File: src/rtl/instr_sequencer.sv
`default_nettype none
// ============================================================================
// Module   : instr_sequencer
// Purpose  : Buffers a short program of 32-bit MIPS words and replays them
//            to the CPU with a fixed spacing between newInstr strobes.
// Revision : 1.0  initial release
// ============================================================================
module instr_sequencer #(
  parameter int DEPTH  = 16,
  parameter int ADDR_W = 4,
  parameter int GAP    = 12
) (
  input  logic              Clk,
  input  logic              Reset,
  input  logic              loadEn,
  input  logic [31:0]       loadWord,
  input  logic              start,
  output logic [31:0]       instrWord,
  output logic              newInstr,
  output logic              busy,
  output logic              done,
  output logic              full,
  output logic              empty,
  output logic [ADDR_W:0]   count,
  output logic              overflow
);

  localparam logic [7:0]      c_GAP_RELOAD = 8'(GAP - 3);
  localparam logic [ADDR_W:0] c_DEPTH      = (ADDR_W + 1)'(DEPTH);

  typedef enum logic [2:0] {
    ST_IDLE   = 3'd0,
    ST_SETUP  = 3'd1,
    ST_STROBE = 3'd2,
    ST_WAIT   = 3'd3,
    ST_FIN    = 3'd4
  } state_t;

  state_t              r_state;
  logic [31:0]         r_mem [DEPTH];
  logic [ADDR_W-1:0]   r_head;
  logic [ADDR_W-1:0]   r_tail;
  logic [ADDR_W:0]     r_count;
  logic [7:0]          r_gap;
  logic [31:0]         r_instr;
  logic                r_new;
  logic                r_busy;
  logic                r_done;
  logic                r_ovf;

  logic                w_idle;
  logic                w_full;
  logic                w_load_ok;
  logic                w_load_rej;

  assign w_idle     = (r_state == ST_IDLE);
  assign w_full     = (r_count == c_DEPTH);
  assign w_load_ok  = loadEn && w_idle && !w_full;
  assign w_load_rej = loadEn && !w_load_ok;

  // Storage carries no reset: pointers and count define what is valid.
  always_ff @(posedge Clk) begin
    if (w_load_ok) begin
      r_mem[r_tail] <= loadWord;
    end
  end

  always_ff @(posedge Clk) begin
    if (Reset) begin
      r_state <= ST_IDLE;
      r_head  <= '0;
      r_tail  <= '0;
      r_count <= '0;
      r_gap   <= '0;
      r_instr <= '0;
      r_new   <= 1'b0;
      r_busy  <= 1'b0;
      r_done  <= 1'b0;
      r_ovf   <= 1'b0;
    end else begin
      r_new  <= 1'b0;
      r_done <= 1'b0;

      if (w_load_ok) begin
        r_tail  <= r_tail + ADDR_W'(1);
        r_count <= r_count + (ADDR_W + 1)'(1);
      end

      case (r_state)
        ST_IDLE: begin
          if (start) begin
            r_ovf  <= 1'b0;
            r_busy <= 1'b1;
            // A word accepted alongside start joins this run.
            if ((r_count != '0) || w_load_ok) begin
              r_state <= ST_SETUP;
            end else begin
              r_state <= ST_FIN;
            end
          end
        end

        ST_SETUP: begin
          r_instr <= r_mem[r_head];
          r_head  <= r_head + ADDR_W'(1);
          r_count <= r_count - (ADDR_W + 1)'(1);
          r_state <= ST_STROBE;
        end

        ST_STROBE: begin
          r_new   <= 1'b1;
          r_gap   <= c_GAP_RELOAD;
          r_state <= ST_WAIT;
        end

        ST_WAIT: begin
          if (r_gap == 8'd0) begin
            r_state <= (r_count != '0) ? ST_SETUP : ST_FIN;
          end else begin
            r_gap <= r_gap - 8'd1;
          end
        end

        ST_FIN: begin
          r_done  <= 1'b1;
          r_busy  <= 1'b0;
          r_state <= ST_IDLE;
        end

        default: begin
          r_busy  <= 1'b0;
          r_state <= ST_IDLE;
        end
      endcase

      // A rejected load wins over the clear from a same-cycle start.
      if (w_load_rej) begin
        r_ovf <= 1'b1;
      end
    end
  end

  assign instrWord = r_instr;
  assign newInstr  = r_new;
  assign busy      = r_busy;
  assign done      = r_done;
  assign full      = w_full;
  assign empty     = (r_count == '0);
  assign count     = r_count;
  assign overflow  = r_ovf;

endmodule
`default_nettype wire

File: config.mk
export PLATFORM = sky130hd
export DESIGN_NAME = instr_sequencer
export DESIGN_NICKNAME = d
export VERILOG_FILES = /design/src/rtl/instr_sequencer.sv
export SDC_FILE = /design/constraint.sdc
export NUM_CORES = 1
export LEC_CHECK = 0
export ABC_AREA = 0
export CAP_MARGIN = 5
export CORE_ASPECT_RATIO = 0.7
export CORE_MARGIN = 1.5
export CORE_UTILIZATION = 55
export CTS_CLUSTER_SIZE = 25
export DETAILED_ROUTE_END_ITERATION = 7
export GPL_TIMING_DRIVEN = 0
export HOLD_SLACK_MARGIN = 0.03
export PLACE_DENSITY = 0.76
export SETUP_SLACK_MARGIN = 0.3
export SLEW_MARGIN = 25
export SYNTH_ARGS = -nofsm -noshare
export SYNTH_HDL_FRONTEND = slang
export SYNTH_SLANG_ARGS = --single-unit
File: constraint.sdc
create_clock -name Clk -period 4.4 [get_ports Clk]
set_input_delay 1.32 -clock Clk [delete_from_list [all_inputs] [get_ports Clk]]
set_output_delay 1.32 -clock Clk [all_outputs]
set_load 0.02 [all_outputs]
# ---- Word-level counts from Yosys, hierarchy flattened
# Memory sizes are Yosys's and may differ from the RTL's. A register that Yosys moved wholly into a read port is not among the register bits.
# Cells that the tools add are included.
dict set report word_totals {
  ff_bits 28
  ramBits 512
  input_bits 36
  word_cells 61
  memories 1
}
# memory words word_bits read_ports rd_ports_with_merged_regs wr line
set mem_list {}
lappend mem_list {r_mem 16 32 1 1 1 40} ;# logic [31:0] r_mem [DEPTH];
dict set report classes {
  add_sub_neg 5
  eq_ne 8
  muxes 18
  n_bitwise 1
  reduce_logical 19
}
# op n
set op_table {}
lappend op_table {{case mux 8 bit (2 select lines)} 1}
lappend op_table {{2-to-1 mux 3 bit} 4}
lappend op_table {{case mux 3 bit (4 select lines)} 1}
lappend op_table {{2-to-1 mux 5 bit} 2}
lappend op_table {{adder 4 x 1 -> 4 bit (second input constant)} 2}
lappend op_table {{zero test 8 bit} 1}
lappend op_table {{2-to-1 mux 1 bit} 8}
lappend op_table {{2-to-1 mux 8 bit} 1}
lappend op_table {{AND reduction 2 bit} 4}
lappend op_table {{nonzero test 2 bit} 4}
lappend op_table {{subtractor 8 x 1 -> 8 bit (second input constant)} 1}
lappend op_table {{equality test 3 x 2 -> 1 bit (second input constant)} 2}
lappend op_table {{inequality test 2 bit (second input constant)} 3}
lappend op_table {{adder 5 x 1 -> 5 bit (second input constant)} 1}
lappend op_table {{equality test 5 bit (second input constant)} 1}
lappend op_table {{zero test 5 bit} 1}
lappend op_table {{nonzero test 5 bit} 1}
lappend op_table {{subtractor 5 x 1 -> 5 bit (second input constant)} 1}
lappend op_table {{equality test 3 x 1 -> 1 bit (second input constant)} 1}
lappend op_table {{equality test 3 bit (second input constant)} 1}
lappend op_table {{logical AND 1 bit} 3}
lappend op_table {{zero test 3 bit} 1}
lappend op_table {{OR reduction 3 bit} 1}
lappend op_table {{zero test 1 bit} 2}
lappend op_table {{other kinds (3)} 3}

# ---- Depth between registers and ports, before layout
# Gate-level depths: netlist of the first run.
dict set report logic_depth {
  word_depth 7
  depth_mapped 8
  ltp_nobuf 7
}

# ---- Worst setup path after synthesis of the first run
# Ideal clock, no wire load.
dict set report synth_timing {
  path_kind {input to register}
  start {in loadEn}
  end {mem r_mem[0][0], enable pin}
  arrival_ns 4.042
  t_required_ns 3.939
  slack_ns -0.103
  stages 4
  path_cell_list {inv_1 -> a211oi_2 -> nand2_1 -> nor3_1}
}
dict set report synth_between {
  elab_chain_cells 4
}
# item line
set synth_rtl {}
lappend synth_rtl {{start, declared} 15} ;# input logic loadEn,
lappend synth_rtl {{logical AND 1 bit (2 in a row)} 58} ;# assign w_load_ok = loadEn && w_idle && !w_full;
lappend synth_rtl {{2-to-1 mux 1 bit} 63} ;# if (w_load_ok) begin
lappend synth_rtl {{2-to-1 mux 1 bit (not written as such)} 64} ;# r_mem[r_tail] <= loadWord;
lappend synth_rtl {{end, declared} 40}
# No other way between the ends.

# ---- Worst setup path in the final report of the first run
dict set report layout_timing {
  start {reg r_count[1] (netlist: count[1])}
  end {out empty}
}
dict set report layout_between {
  elab_chain_cells 1
}
# item line
set layout_rtl {}
lappend layout_rtl {{start, declared} 43} ;# logic [ADDR_W:0] r_count;
lappend layout_rtl {{start signal, assigned} 86} ;# r_count <= r_count + (ADDR_W + 1)'(1);
lappend layout_rtl {{start signal, assigned} 106} ;# r_count <= r_count - (ADDR_W + 1)'(1);
lappend layout_rtl {{zero test 5 bit} 148} ;# assign empty = (r_count == '0);
lappend layout_rtl {{end, declared} 23} ;# output logic empty,
# No other way between the ends.

==> results of run 1 <==
-- per-stage QoR --
step                cell area [um^2]  hold WS (ns)  TNS, ns  setup slack (ns)
finish                         25700         0.474        0             0.573
floorplan                      21900         0.454        0             0.765
CTS                            25700         0.473        0             0.589
global placement               23300         0.446  -680.28             -1.55
detailed placement             23900         0.458        0             0.354
global route                   25700         0.490        0             0.510
-- critical path, stage by stage, from the launching register on --
cell,delay [ns]
dfxtp_1,0.31
buf_2,0.17
or4_4,0.57
nor2_1,0.23
clkdlybuf4s50_1,0.65
-- path summary, 6_finish.rpt --
path / startpoint / to / depth (start not counted)
worst min register to register: instrWord[30] / instrWord[30] / 2
worst min-delay path: instrWord[30] / instrWord[30] / 2
worst max register to register: r_state[0] / r_mem[7][29] / 5
worst max-delay path: count[1] / empty / 4
-- cell usage after synthesis, types with 3 or more instances --
cell / count / area share (%)
a211oi_1: 3 / 0.10
a21oi_1: 10 / 0.23
a22oi_1: 32 / 1.1
buf_1: 3 / 0.052
buf_2: 19 / 0.44
buf_6: 3 / 0.15
clkbuf_1: 32 / 0.55
dfxtp_1: 60 / 5.5
edfxtp_1: 512 / 70
ha_1: 9 / 0.52
inv_1: 7 / 0.12
mux2i_1: 35 / 1.6
mux4_2: 128 / 13
nand2_1: 46 / 0.79
nand2b_1: 4 / 0.11
nand3_1: 4 / 0.092
nor2_1: 37 / 0.64
nor3_1: 7 / 0.16
nor4_1: 3 / 0.086
o211ai_1: 5 / 0.17
o211ai_2: 30 / 1.7
o21ai_0: 5 / 0.11
or3_1: 4 / 0.11
xnor2_1: 10 / 0.40
xor2_1: 3 / 0.12
-- state kept, by name, summed over array words and instances, names as in the netlist, 3 cells and up --
name       count
count          5
r_head         4
r_tail         4
r_state        3
instrWord     32
r_gap          8
r_mem        512
-- power groups by stage --
| stage | clock [mW] | sequential [mW] | combinational (mW) |
|---|---|---|---|
| 4_1_cts | 4.69 | 6.50 | 3.18 |
| 5_1_grt | 4.89 | 6.55 | 3.38 |
| 3_3_place_gp | 0 | 6.62 | 2.96 |
| 3_5_place_dp | 0 | 6.61 | 3.15 |
| 2_1_floorplan | 0 | 6.70 | 2.00 |
| 6_report | 4.64 | 6.50 | 3.15 |
-- metal layers --
metal / global-route usage (%) / wire (um) / vias to the layer above
met5: 0 / 0 / -
met4: 5.27 / 799 / 0
met3: 4.78 / 4140 / 73
met2: 37.9 / 22800 / 496
met1: 35.7 / 20000 / 5731
li1: - / - / 4659
-- kinds of logic after synthesis --
kind of cell,count (synthesis),share of synthesized area (%)
XOR/XNOR,13,0.521
AO/OA/AOI/OAI,100,4.21
multiplexers,163,14.8
adder cells (fa/ha/maj),9,0.516
AND/OR/NAND/NOR,123,2.73
flip-flops,572,75.9
buffers and inverters,65,1.33
-- area by class of cell --
type,instances,area share [%]
inverter,8,0.117
tap,527,2.57
clock inverter,28,1.28
multi-input combinational,408,19.9
timing repair buffer,105,5.08
clock buffer,68,5.53
sequential,572,64.5
antenna,2,0.0195
buffer,57,1.01
==> flow_metrics.tcl, run 1 <==
set metrics [dict create \
    status "finished clean" \
    rows 60 \
    first_global_vias 11200 \
    synth_area_um2 21800 \
    final_cell_mix "edfxtp_1, mux4_2, clkdlybuf4s50_1" \
    critPathLaunchType "register" \
    synth_fp_nets 1090 \
    clkTransAtPathRegs_ns 0.07 \
    post_cts_buffers 0 \
    dp_hpwl_um 30600 \
    crit_fanout 8 \
    cp.arrival_ns 2.51 \
    layoutNonFillerInstCount 1775 \
    drive_above_1_share_pct 25.4 \
    grt_pass1_wl_um 71400 \
    io_pins 79 \
    cts_tree "built" \
    final_nets 1248 \
    via_per_inst 6.17 \
    grt.total_usage_pct 24.2 \
    swShare_pct 26.9 \
    rsz0062_at_grt "false" \
    place_inst 1677 \
    worstPathRequired_ns 3.08 \
    yosys_warnings 0 \
    drc 0 \
    ys.flop_type "edfxtp_1" \
    nFillCells 2523 \
    clock_latency_ns 0.58 \
    drt-total-wl_um 47800 \
    fin_crit_sh_pct 87.0 \
    cts_resized 0 \
    synth_cell_type_count 54 \
    gp_congestion 0.774 \
    clockBufferDepth 3 \
    die-area_um2 40900 \
    drtIter0Drc 1125 \
    ant_nets 0 \
    cts.sinks 572 \
    hold_class "reg2reg" \
    ctsHoldBuffers 0 \
    powerDensity_nw_per_um2 556 \
    power.switching_mw 3.84 \
    antenna_found_initial 2 \
    ff_latch_area_um2 16600 \
    fin_total_pwr_mw 14.3 \
    coreArea_um2 38800 \
    root_buffer "clkbuf_16" \
    initial_core_util_pct 56.3 \
    skew_ns 0.0178 \
    synth_edf_count 512 \
    relSlewSlack_pct 25.5 \
    worst_pin_slew_ns 1.12 \
    syn_inst 1045 \
    grt_max_degree 20 \
    pwr-share-seq_pct 45.5 \
    portBuffers 77 \
    htreeDepth 2 \
    fp.dieH_um 170 \
    final_util_pct 66.2 \
    finalCriticalPeriod_ns 3.83 \
    gr-total-overflow 0 \
    final_common_cell "edfxtp_1" \
    end_kind "primary output" \
    synthArstFlopShare_pct 0 \
    timing.max_cap.violations 0 \
    ys_ff_latch 572 \
    crit_type "reg2out" \
    avgSynthCellArea_um2 20.9 \
    power.combinational.fraction_pct 22.1 \
    ff2ff_setup_slack_ns 1.42 \
    die_w_um 241 \
    setup_violations 0 \
    first_pass_iters 5 \
    post_drt_wl_per_cell_um 26.9 \
    finalMaxSlewViolations 0 \
    irDropWorstVdd_mv 0.356 \
    synthToLayoutAreaGrowth_pct 17.7 \
    ys_seq_area_share_pct 75.9 \
    leakage_nw 7.97 \
    hold_violations 0 \
    p_int_mw 10.5 \
    cts_buffers 51 \
    multi_input_area_um2 5110 \
    clkPwrFrac_pct 32.4 \
    vias 11000 \
    timing.fmax_mhz 261 \
]
Power figures use the tool's default switching activity.
==> run 2: changes to the inputs <==
--- a/config.mk
+++ b/config.mk
@@ -9,12 +9,12 @@
 export CAP_MARGIN = 5
 export CORE_ASPECT_RATIO = 0.7
 export CORE_MARGIN = 1.5
-export CORE_UTILIZATION = 55
+export CORE_UTILIZATION = 60
 export CTS_CLUSTER_SIZE = 25
 export DETAILED_ROUTE_END_ITERATION = 7
 export GPL_TIMING_DRIVEN = 0
 export HOLD_SLACK_MARGIN = 0.03
-export PLACE_DENSITY = 0.76
+export PLACE_DENSITY = 0.78
 export SETUP_SLACK_MARGIN = 0.3
 export SLEW_MARGIN = 25
 export SYNTH_ARGS = -nofsm -noshare
==> constraint.sdc (replaced) <==
create_clock -name Clk -period 3.9 [get_ports Clk]
set_input_delay 1.17 -clock Clk [delete_from_list [all_inputs] [get_ports Clk]]
set_output_delay 1.17 -clock Clk [all_outputs]
set_load 0.02 [all_outputs]
==> run 2 against run 1 <==
Worst setup slack got worse by 0.069 ns. First-iteration DRC count grew 28%. Hold slack gained 0.0046 ns. Final cell count shrank 2.5%. Sequential share of layout area decreased by 0.050 points. Via count up 1.8%. Die area shrank 8.2%. Utilization is 5.5 points higher. Largest cell class unchanged. Largest power group unchanged.
==> flow_metrics.tcl, run 2 (synthesis results as in run 1) <==
set metrics [dict create \
    hold_class "reg2reg" \
    nFillCells 2076 \
    tns_ns 0 \
    gp_congestion 0.797 \
    grt.total_usage_pct 26.5 \
    drtIter0Drc 1441 \
    setup_violations 0 \
    pwr-share-seq_pct 46.1 \
    grt_pass1_wl_um 71700 \
    largest_reg_flops 512 \
    synthToLayoutAreaGrowth_pct 17.7 \
    p_int_mw 11.6 \
    finalMaxSlewViolations 0 \
    fin_total_pwr_mw 16.0 \
    place_inst 1635 \
    drive_above_1_share_pct 25.9 \
    finalCriticalPeriod_ns 3.40 \
    io_pins 79 \
    design_area_um2 25700 \
    cp.arrival_ns 2.23 \
    irDropWorstVdd_mv 0.487 \
    layout_setup_ws_ns 0.504 \
    ant_nets 0 \
    end_kind "primary output" \
    coreArea_um2 35800 \
    htreeDepth 2 \
    via_per_inst 6.45 \
    vias 11200 \
    power.combinational.fraction_pct 22.2 \
    leakage_nw 8.00 \
    die_w_um 231 \
    power.switching_mw 4.33 \
    timing.fmax_mhz 295 \
    die-area_um2 37600 \
    powerDensity_nw_per_um2 621 \
    worstPathRequired_ns 2.73 \
    drt-total-wl_um 47800 \
    crit_fanout 8 \
    final_util_pct 71.7 \
    crit_type "reg2out" \
    whs_ns 0.479 \
    first_pass_iters 5 \
    grt_max_degree 19 \
    portBuffers 77 \
    first_global_vias 11200 \
    cts_buffers 50 \
    clockBufferDepth 3 \
    multi_input_area_um2 5110 \
    fin_crit_sh_pct 87.1 \
    post_drt_wl_per_cell_um 27.6 \
    place_ws_ns 0.0415 \
    layoutNonFillerInstCount 1730 \
    top_register "r_mem" \
    cts.sinks 572 \
    status "finished clean" \
    fp.dieH_um 163 \
    dp_hpwl_um 30100 \
    gr-total-overflow 0 \
    root_buffer "clkbuf_16" \
    final_common_cell "edfxtp_1" \
    skew_ns 0.0170 \
    clock_latency_ns 0.59 \
    timing.max_cap.violations 0 \
    clkPwrFrac_pct 31.7 \
    cts_tree "built" \
    post_cts_buffers 0 \
    final_nets 1252 \
    rsz0062_at_grt "false" \
    hold_violations 0 \
    antenna_found_initial 2 \
    initial_core_util_pct 60.9 \
    clkTransAtPathRegs_ns 0.07 \
    worst_pin_slew_ns 1.10 \
    swShare_pct 27.1 \
    relSlewSlack_pct 26.8 \
    critPathLaunchType "register" \
    final_cell_mix "edfxtp_1, mux4_2, clkdlybuf4s50_1" \
    ff_latch_area_um2 16600 \
    dpl_cell_area_um2 24000 \
    drc 0 \
    rows 58 \
]
run 2: cell types whose count changed in the layout (fill, tap and decap cells not counted), moves of 2 or more:
cell,previous run,this run
buf_16,8,14
bufinv_16,7,5
clkinvlp_4,1,4
clkdlybuf4s50_1,77,75
clkinv_1,6,1
buf_12,8,5
clkbuf_8,6,9
dlygate4sd2_1,0,2
clkbuf_16,52,50
buf_8,5,8
run 2: worst paths after layout:
kind | from | to | depth (start not counted) | slack, ns
max | count[1] | empty | 4 | 0.50
min | overflow | overflow | 2 | 0.48
max reg2reg | r_state[0] | r_mem[8][16] | 5 | 1.09
min reg2reg | overflow | overflow | 2 | 0.48
run 2: area by class of cell:
type                       count  share of cell area [%]
multi-input combinational    408                    19.9
clock buffer                  70                    5.51
antenna                        1                 0.00973
clock inverter                24                    1.06
inverter                       8                   0.117
sequential                   572                    64.5
timing repair buffer         110                    5.61
tap                          480                    2.34
buffer                        57                    1.01
run 2: timing repair:
item | CTS | global route
hold buffers | 0 | 0
endpoints found under the setup margin | 2 | 0
gates resized for setup | 2 | 0
run 2: layer usage:
metal / GRT usage [%] / share of wire [%] / wire [um] / vias to the layer above
met4: 7.13 / 2.1 / 991 / 2
met3: 5.53 / 9.3 / 4420 / 69
met2: 40.1 / 46 / 22200 / 577
met1: 39.9 / 42 / 20100 / 5851
li1: - / - / - / 4660
met5: 0 / 0.036 / 17 / -
run 2: critical path, stage by stage, from the launching register on:
cell           delay (ns)
dfxtp_1              0.34
buf_2                0.18
or4_4                0.56
nor2_1               0.20
dlygate4sd2_1        0.36
run 2: power groups by stage:
| stage | clock network, mW | logic, mW | registers [mW] |
|---|---|---|---|
| after floorplan | 0 | 2.26 | 7.56 |
| after global placement | 0 | 3.34 | 7.48 |
| after detailed placement | 0 | 3.53 | 7.48 |
| after CTS | 5.13 | 3.56 | 7.35 |
| after global routing | 5.35 | 3.80 | 7.39 |
| final | 5.06 | 3.54 | 7.35 |
==> run 3: changes to the inputs <==
--- a/config.mk
+++ b/config.mk
@@ -7,14 +7,16 @@
 export LEC_CHECK = 0
 export ABC_AREA = 0
 export CAP_MARGIN = 5
+export CELL_PAD_IN_SITES_DETAIL_PLACEMENT = 1
+export CELL_PAD_IN_SITES_GLOBAL_PLACEMENT = 1
 export CORE_ASPECT_RATIO = 0.7
 export CORE_MARGIN = 1.5
-export CORE_UTILIZATION = 60
+export CORE_UTILIZATION = 54
 export CTS_CLUSTER_SIZE = 25
 export DETAILED_ROUTE_END_ITERATION = 7
 export GPL_TIMING_DRIVEN = 0
 export HOLD_SLACK_MARGIN = 0.03
-export PLACE_DENSITY = 0.78
+export PLACE_DENSITY_LB_ADDON = 0.1
 export SETUP_SLACK_MARGIN = 0.3
 export SLEW_MARGIN = 25
 export SYNTH_ARGS = -nofsm -noshare
==> run 3 against run 2 <==
Design area up 0.67%. Via count barely moved. Sequential power about the same.
==> flow_metrics.tcl, run 3 (synthesis results as in run 1) <==
set metrics [dict create \
    nFillCells 3229 \
    initial_core_util_pct 54.9 \
    final_nets 1256 \
    htreeDepth 2 \
    status "finished clean" \
    ff_latch_area_um2 16600 \
    rsz0062_at_grt "false" \
    grt_use_met1_pct 38.9 \
    grt.total_usage_pct 26.7 \
    drt-total-wl_um 53700 \
    drc 0 \
    fin_total_pwr_mw 16.2 \
    final_common_cell "edfxtp_1" \
    crit_type "in2reg" \
    drive_above_1_share_pct 25.3 \
    largest_reg_flops 512 \
    worst_pin_slew_ns 1.07 \
    die_w_um 243 \
    fin_crit_sh_pct 88.8 \
    top_usage_layer "met2" \
    grt_pass1_wl_um 79700 \
    post_drt_wl_per_cell_um 30.0 \
    design_area_um2 25900 \
    first_global_vias 11700 \
    first_pass_iters 5 \
    finalCriticalPeriod_ns 3.46 \
    cp.arrival_ns 3.75 \
    portBuffers 77 \
    clock_latency_ns 0.59 \
    gr-usage-met2_pct 42.4 \
    final_util_pct 65.1 \
    vias 11200 \
    multi_input_area_um2 5110 \
    leakage_nw 8.05 \
    hold_violations 0 \
    ctsHoldBuffers 0 \
    drtIter0Drc 1102 \
    die-area_um2 41700 \
    finalMaxSlewViolations 0 \
    gp_congestion 0.761 \
    ant_nets 0 \
    cts_tree "built" \
    crit_fanout 10 \
    irDropWorstVdd_mv 0.463 \
    dpl_cell_area_um2 24200 \
    worstPathRequired_ns 4.18 \
    antenna_found_initial 2 \
    synthToLayoutAreaGrowth_pct 18.5 \
    cts_buffers 53 \
    rows 61 \
    critPathLaunchType "primary input" \
    root_buffer "clkbuf_16" \
    timing.max_cap.violations 0 \
    clkTransAtPathRegs_ns 0.06 \
    hold_class "reg2reg" \
    grt_max_degree 18 \
    setup_violations 0 \
    relSlewSlack_pct 28.5 \
    clockBufferDepth 3 \
    final_cell_mix "edfxtp_1, mux4_2, clkdlybuf4s50_1" \
    dp_hpwl_um 35300 \
    skew_ns 0.0238 \
    timing.fmax_mhz 289 \
    gr-total-overflow 0 \
    end_kind "register" \
    powerDensity_nw_per_um2 625 \
    top_register "r_mem" \
    gr-usage-met3_pct 4.74 \
    cts.sinks 572 \
    io_pins 79 \
    coreArea_um2 39800 \
    fp.dieH_um 171 \
    via_per_inst 6.24 \
]
[run 3: final timing paths]
kind                               startpoint       endpoint  slack (ns)  depth (start not counted)
worst max-delay path                   loadEn    r_mem[0][5]        0.44                          7
worst min-delay path            instrWord[20]  instrWord[20]        0.47                          2
worst max register to register     r_state[0]    r_mem[0][5]        0.82                          6
worst min register to register  instrWord[20]  instrWord[20]        0.47                          2
[run 3: stage by stage]
| stage | setup slack (ns) | std cells | TNS [ns] | hold WS (ns) |
|---|---|---|---|---|
| floorplan | 0.415 | 1045 | 0 | 0.454 |
| global placement | -2.31 | 1657 | -1001.06 | 0.450 |
| detailed placement | -0.122 | 1691 | -5.31 | 0.457 |
| CTS | 0.497 | 1789 | 0 | 0.469 |
| global route | 0.339 | 1789 | 0 | 0.502 |
| finish | 0.435 | 1790 | 0 | 0.468 |
[run 3: power by group]
group	leakage [nW]	switching [mW]	internal [mW]	total [mW]
logic	2.10	2.00	1.64	3.64
registers	5.11	0.238	7.11	7.35
clock network	0.845	2.19	2.99	5.19
total	8.05	4.43	11.7	16.2
[run 3: area by class of cell]
cell class	instances	share of cell area (%)
Clock buffer	79	5.81
Timing Repair Buffer	111	5.83
Buffer	57	1.01
Sequential cell	572	64.0
Antenna cell	1	0.00967
Clock inverter	19	0.865
Multi-Input combinational cell	408	19.7
Inverter	8	0.116
Tap cell	535	2.59
[run 3: worst max-delay path: stages]
cell	delay (ns)
clkdlybuf4s50_1	0.59
inv_1	0.13
a211oi_2	0.40
nand2_1	0.37
nor3_4	0.61
buf_8	0.25
buf_8	0.19
[run 3: timing repair]
| action | CTS | global route |
|---|---|---|
| setup endpoints to repair | 2 | 0 |
| buffers inserted | 0 | 0 |
| gates resized for setup | 2 | 0 |
[run 3: routing by layer]
layer | wire length [um] | part of all wire, %
met1 | 23900 | 45
met2 | 25400 | 47
met3 | 3280 | 6.1
met4 | 1020 | 1.9
met5 | 17 | 0.032
